**src/rtl/host_port_arbiter.sv**
```systemverilog
// Two-requester round-robin front end that feeds apb_bridge_top.
// Optional ARB_LOCK_EN lets the owner hold its grant back-to-back.
module host_port_arbiter (
  input  logic        sys_clk,
  input  logic        rst_n,
  input  logic        m0_valid,
  input  logic [31:0] m0_addr,
  input  logic [31:0] m0_wdata,
  input  logic [3:0]  m0_wstrb,
  input  logic        m0_lock,
  output logic        m0_ready,
  output logic [31:0] m0_rdata,
  output logic        m0_slverr,
  input  logic        m1_valid,
  input  logic [31:0] m1_addr,
  input  logic [31:0] m1_wdata,
  input  logic [3:0]  m1_wstrb,
  input  logic        m1_lock,
  output logic        m1_ready,
  output logic [31:0] m1_rdata,
  output logic        m1_slverr,
  output logic        br_valid,
  output logic [31:0] br_addr,
  output logic [31:0] br_wdata,
  output logic [3:0]  br_wstrb,
  input  logic        br_ready,
  input  logic [31:0] br_rdata,
  input  logic        br_slverr,
  output logic        grant_id,
  output logic        busy
);

  typedef enum logic {
    IDLE = 1'b0,
    BUSY = 1'b1
  } state_e;

  state_e      state_q, state_d;
  logic        br_valid_q, br_valid_d;
  logic [31:0] addr_q, addr_d;
  logic [31:0] wdata_q, wdata_d;
  logic [3:0]  wstrb_q, wstrb_d;
  logic        grant_q, grant_d;
  logic        ptr_q, ptr_d;

  logic        pick;
  logic        sel;
  logic [31:0] sel_addr;
  logic [31:0] sel_wdata;
  logic [3:0]  sel_wstrb;
  logic        own_valid;
  logic        own_lock;
  logic        keep_own;

  // ptr_q holds the last served requester; on a tie the other one wins
  assign pick = (m0_valid & m1_valid) ? ~ptr_q : m1_valid;

  assign sel       = (state_q == IDLE) ? pick : grant_q;
  assign sel_addr  = sel ? m1_addr  : m0_addr;
  assign sel_wdata = sel ? m1_wdata : m0_wdata;
  assign sel_wstrb = sel ? m1_wstrb : m0_wstrb;

  assign own_valid = grant_q ? m1_valid : m0_valid;
  assign own_lock  = grant_q ? m1_lock  : m0_lock;

`ifdef ARB_LOCK_EN
  assign keep_own = own_lock & own_valid;
`else
  logic unused_lock;
  assign unused_lock = own_lock ^ own_valid;
  assign keep_own    = 1'b0;
`endif

  always_comb begin
    state_d    = state_q;
    br_valid_d = br_valid_q;
    addr_d     = addr_q;
    wdata_d    = wdata_q;
    wstrb_d    = wstrb_q;
    grant_d    = grant_q;
    ptr_d      = ptr_q;
    unique case (state_q)
      IDLE: begin
        if (m0_valid | m1_valid) begin
          state_d    = BUSY;
          br_valid_d = 1'b1;
          grant_d    = pick;
          addr_d     = sel_addr;
          wdata_d    = sel_wdata;
          wstrb_d    = sel_wstrb;
        end
      end
      BUSY: begin
        if (br_ready) begin
          if (keep_own) begin
            // locked: reload the owner's next request, pointer untouched
            addr_d  = sel_addr;
            wdata_d = sel_wdata;
            wstrb_d = sel_wstrb;
          end else begin
            state_d    = IDLE;
            br_valid_d = 1'b0;
            ptr_d      = grant_q;
          end
        end
      end
    endcase
  end

  always_ff @(posedge sys_clk or negedge rst_n) begin
    if (!rst_n) begin
      state_q    <= IDLE;
      br_valid_q <= 1'b0;
      addr_q     <= '0;
      wdata_q    <= '0;
      wstrb_q    <= '0;
      grant_q    <= 1'b0;
      ptr_q      <= 1'b1;
    end else begin
      state_q    <= state_d;
      br_valid_q <= br_valid_d;
      addr_q     <= addr_d;
      wdata_q    <= wdata_d;
      wstrb_q    <= wstrb_d;
      grant_q    <= grant_d;
      ptr_q      <= ptr_d;
    end
  end

  assign busy     = (state_q == BUSY);
  assign grant_id = grant_q;
  assign br_valid = br_valid_q;
  assign br_addr  = addr_q;
  assign br_wdata = wdata_q;
  assign br_wstrb = wstrb_q;

  assign m0_ready  = br_ready & busy & ~grant_q;
  assign m1_ready  = br_ready & busy & grant_q;
  assign m0_rdata  = {32{m0_ready}} & br_rdata;
  assign m1_rdata  = {32{m1_ready}} & br_rdata;
  assign m0_slverr = m0_ready & br_slverr;
  assign m1_slverr = m1_ready & br_slverr;

endmodule
```
**config.mk**
```make
export PLATFORM = sky130hd
export DESIGN_NAME = host_port_arbiter
export DESIGN_NICKNAME = d
export VERILOG_FILES = /design/src/rtl/host_port_arbiter.sv
export SDC_FILE = /design/constraint.sdc
export NUM_CORES = 1
export LEC_CHECK = 0
export BUFFER_PORTS_ARGS = -buffer_cell sky130_fd_sc_hd__buf_2
export CORE_AREA = 2 2 122 124
export DETAILED_ROUTE_END_ITERATION = 16
export DIE_AREA = 0 0 124 126
export PLACE_DENSITY_LB_ADDON = 0.25
export SYNTH_ARGS = -nofsm -noshare
export SYNTH_HDL_FRONTEND = slang
export SYNTH_SLANG_ARGS = --single-unit
```
**constraint.sdc**
```tcl
create_clock -name sys_clk -period 1.8 [get_ports sys_clk]
set_input_delay 0.09 -clock sys_clk [delete_from_list [all_inputs] [get_ports sys_clk]]
set_output_delay 0.09 -clock sys_clk [all_outputs]
set_load 0.03 [all_outputs]
```
# --- Yosys cells after proc, flatten, opt, wreduce, memory -nomap -nowiden ---
# Cells that the tools add are included.
op_classes:
  muxes: 17
  n_eq_ne: 2
  n_reduce_logical: 4
  bitwise: 12
ops:
  columns: ["operator", "count"]
  rows:
  - ["32-bit 2-to-1 mux", 6]
  - ["32-bit AND", 2]
  - ["4-bit 2-to-1 mux", 3]
  - ["2-bit AND reduction", 4]
  - ["1-bit AND", 6]
  - ["1-bit 2-to-1 mux", 6]
  - ["1-bit case mux with 2 select lines", 2]
  - ["1-bit inverter", 3]
  - ["2-bit by 1-bit != test with 1-bit output, second input constant", 1]
  - ["2-bit != test, second input constant", 1]
  - ["1-bit bitwise OR", 1]
word_totals:
  out_inout_bits: 139
  ff_bits: 72
  wordCells: 42

# --- Logic depth before layout (Yosys ltp) ---
logic_depth:
  ltp_word: 6
  ltp_mapped: 6
  depth_no_buf: 3

# --- Worst setup path after synthesis ---
# OpenSTA, ideal clock, no wires.
synth_path:
  kind: "reg-to-output"
  startpoint: "register state_q, in the netlist busy"
  endpoint: "output port m0_rdata[22]"
  t_arrival_ps: 1503
  n_path_buf: 1
  setup_slack_ps: 207
  stages_incl_launch_ff: 5
  path_cell_list: "dfrtp_1 nand2_1 nor2_2 buf_2 and2_1"
synth_between:
  elab_chain_cells: 3
synth_rtl:
  columns: ["element", "line", "text"]
  rows:
  - ["start, declared", "38", "state_e state_q, state_d;"]
  - ["start signal, assigned", "120", "state_q <= state_d;"]
  - ["1-bit AND (2 in a row)", "137", "assign m0_ready = br_ready & busy & ~grant_q;"]
  - ["named net m0_ready", "11", "output logic m0_ready,"]
  - ["32-bit AND", "139", "assign m0_rdata = {32{m0_ready}} & br_rdata;"]
  - ["end, declared", "12", "output logic [31:0] m0_rdata,"]
# The timed path passes the listed nets, and every way through them passes these cells.

# --- Worst setup path after layout ---
layout_path:
  startpoint: "register state_q, in the netlist busy"
  endpoint: "output port m1_rdata[10]"
layout_between:
  elab_chain_cells: 3
layout_rtl:
  columns: ["element", "line", "text"]
  rows:
  - ["1-bit AND (2 in a row)", "138", "assign m1_ready = br_ready & busy & grant_q;"]
  - ["32-bit AND", "140", "assign m1_rdata = {32{m1_ready}} & br_rdata;"]
  - ["end, declared", "20", "output logic [31:0] m1_rdata,"]
# No other way between the ends.

==> flow_metrics.env <==
export IMPL_path_max_fanout=35
export IMPL_whs_endpoint="br_wdata[3]"
export IMPL_required_ns=1.71
export IMPL_drtIter0Drc=236
export IMPL_ir_worst_vdd_mv=0.5987
export IMPL_grt_use_total_pct=21.30
export IMPL_io_pins=315
export IMPL_grt_pass1_wl_mm=25.75
export IMPL_clk_pin_slew_ns=0.06
export IMPL_antenna_left=0
export IMPL_fp_dieH_um=126
export IMPL_io_buffers=312
export IMPL_cts_buffer_depth=2
export IMPL_yosys_area_top_type="dfrtp_1"
export IMPL_die_w_um=124
export IMPL_dieArea_um2=15620
export IMPL_cts_root_buf="clkbuf_16"
export IMPL_grt_overflow=0
export IMPL_tns_ns=0
export IMPL_slew_headroom_pct=67.00
export IMPL_power_leakage_nw=2.938
export IMPL_vias=5095
export IMPL_min_period_over_period_pct=94.19
export IMPL_p_per_area_nw_per_um2=1504
export IMPL_start_kind="flop"
export IMPL_rrSetupSlack_ns=0.28
export IMPL_hp_class="in2reg"
export IMPL_drive_above_1_share_pct=45.98
export IMPL_worstPathArrival_ns=1.61
export IMPL_synth_edf_count=0
export IMPL_cts_inserted_buffers=9
export IMPL_critPathKind="reg2out"
export IMPL_wl_per_cell_um=17.94
export IMPL_worst_slew_pin_slew_ns=0.4950
export IMPL_fmax_mhz=589.9
export IMPL_grt_setup_unrepaired="false"
export IMPL_dr_pass1_iters=4
export IMPL_yosysWarnings=0
export IMPL_grt_pass1_vias=4979
export IMPL_synthCells=489
export IMPL_slew_violations=0
export IMPL_period_needed_ns=1.695
export IMPL_area_growth_pct=44.98
export IMPL_core_area_um2=14310
export IMPL_status="completed"
export IMPL_grt_start_max_net_pins=79
export IMPL_synth_common_cells="dfrtp_1, a31oi_1, nor2_1, o2111ai_1, and2_1"
export IMPL_clock_latency_ns=0.33
export IMPL_routed_wl_mm=17.17
export IMPL_final_core_util_pct=43.53
export IMPL_antenna_found_initial=1
export IMPL_syn_nets=665
export IMPL_finalSetupViolCount=0
export IMPL_finalNonFillerCells=957
export IMPL_avgSynthCellArea_um2=8.789
export IMPL_nets=943
export IMPL_ys_async_sr_fraction_pct=100.0
export IMPL_cp_end_kind="output pin"
export IMPL_synth_ff_type="dfrtp_1"
export IMPL_timing_rr_end="br_addr[27]"
export IMPL_num_rows=44
export IMPL_cts_sinks=72
export IMPL_ys_seq_area_share_pct=41.95
export IMPL_rr_worst_depth=4
export IMPL_hold_slack_ns=0.02470
export IMPL_synth_area_um2=4298
export IMPL_yosysMostFrequentCell="dfrtp_1"
export IMPL_hp_start="m0_wdata[3]"
export IMPL_gp_congestion=0.7585
export IMPL_place_detailed_instances=938
export IMPL_hold_depth=3
export IMPL_r2r_start="busy"
export IMPL_ys_seq_elements=72
export IMPL_fin_worst_skew_ns=0.007400
export IMPL_cts_tree="built"
export IMPL_synthTopCellsByArea="dfrtp_1, o2111ai_1, a31oi_1"
export IMPL_via_per_inst=5.324
export IMPL_initial_core_util_pct=30.03
export IMPL_drc=0
export IMPL_synth_top_area_share_pct=41.34
export IMPL_max_cap_violations=0
export IMPL_synth_distinct_cells=23
export IMPL_hold_viol=0
export IMPL_hpwl_mm=12.44
export IMPL_htree_num_levels=3
report_power, final:
group	leakage (nW)	switching [mW]	total (mW)	internal, mW
Combinational	2.01	3.55	5.02	1.47
Sequential	0.799	0.385	2.70	2.32
Clock	0.128	0.714	1.64	0.929
registers in the layout (all words and copies together) (netlist names):
| name | flops |
|---|---|
| br_valid | 1 |
| busy | 1 |
| br_wstrb | 4 |
| ptr_q | 1 |
| grant_id | 1 |
| br_wdata | 32 |
| br_addr | 32 |
placed cells by master (no fill, tap or decap), types with 2 or more instances in the layout:
master / synthesis / routed
a21o_1: 2 / 2
a31oi_1: 68 / 68
and2_1: 66 / 66
buf_12: 0 / 6
buf_2: 17 / 311
buf_4: 7 / 13
clkbuf_16: 0 / 9
clkinv_2: 0 / 3
clkinvlp_4: 0 / 3
dfrtp_1: 71 / 70
dlygate4sd3_1: 0 / 2
inv_2: 3 / 3
nor2_1: 68 / 68
o2111ai_1: 68 / 68
o21ai_0: 61 / 61
o21ai_1: 9 / 9
stage by stage:
step           total power, mW  setup WS, ns  cell area, um^2
2_1_floorplan            6.170        0.2073             4298
3_3_place_gp             7.689        0.2868             5923
3_5_place_dp             7.775        0.2392             5923
4_1_cts                  9.461       0.01868             6218
5_1_grt                  9.971      0.001368             6231
6_report                 9.371        0.1047             6231
per-layer routing:
metal / GRT usage, % / wire length, um
met5: 0 / 0
met4: 8.592 / 449
met3: 3.759 / 1289
met2: 39.50 / 9043
met1: 23.62 / 6388
how the worst max path moves through the flow:
stage               start           end  slack [ns]  depth (start not counted)
floorplan            busy  m0_rdata[22]        0.21                          4
global placement     busy  br_wdata[12]        0.29                          4
detailed placement   busy   br_wdata[6]        0.24                          4
CTS                  busy  m0_rdata[20]        0.02                          5
global route         busy  m0_rdata[20]       0.001                          5
finish               busy  m1_rdata[10]        0.10                          4
critical path, stage by stage, from the launching register on:
cell and delay [ns]:
dfrtp_2 0.42, and3_1 0.16, buf_4 0.28, and2_1 0.20, buf_2 0.20
cell families after synthesis:
group	share of synthesized area, %
buffers and inverters	8.792
and+or+nand+nor	16.45
AOI/OAI and AO/OA	32.81
DFF	41.95
repair_timing:
| item | 4_1_cts | 5_1_grt |
|---|---|---|
| gates resized for setup | 1 | 3 |
| hold buffers | 2 | 0 |
| endpoints found under the hold margin | 34 | 0 |
| setup buffers | 0 | 0 |
| setup endpoints to repair | 19 | 66 |
layout make-up:
type                       count  area [um^2]
tap                          184        230.2
clock buffer                   9        225.2
clock inverter                 7        46.29
antenna                        1        2.502
timing repair buffer         332         1794
inverter                       3        11.26
sequential                    72         1804
multi-input combinational    349         2117
fill                        1463         8083
Note: power is estimated with default switching activity, not from simulation.
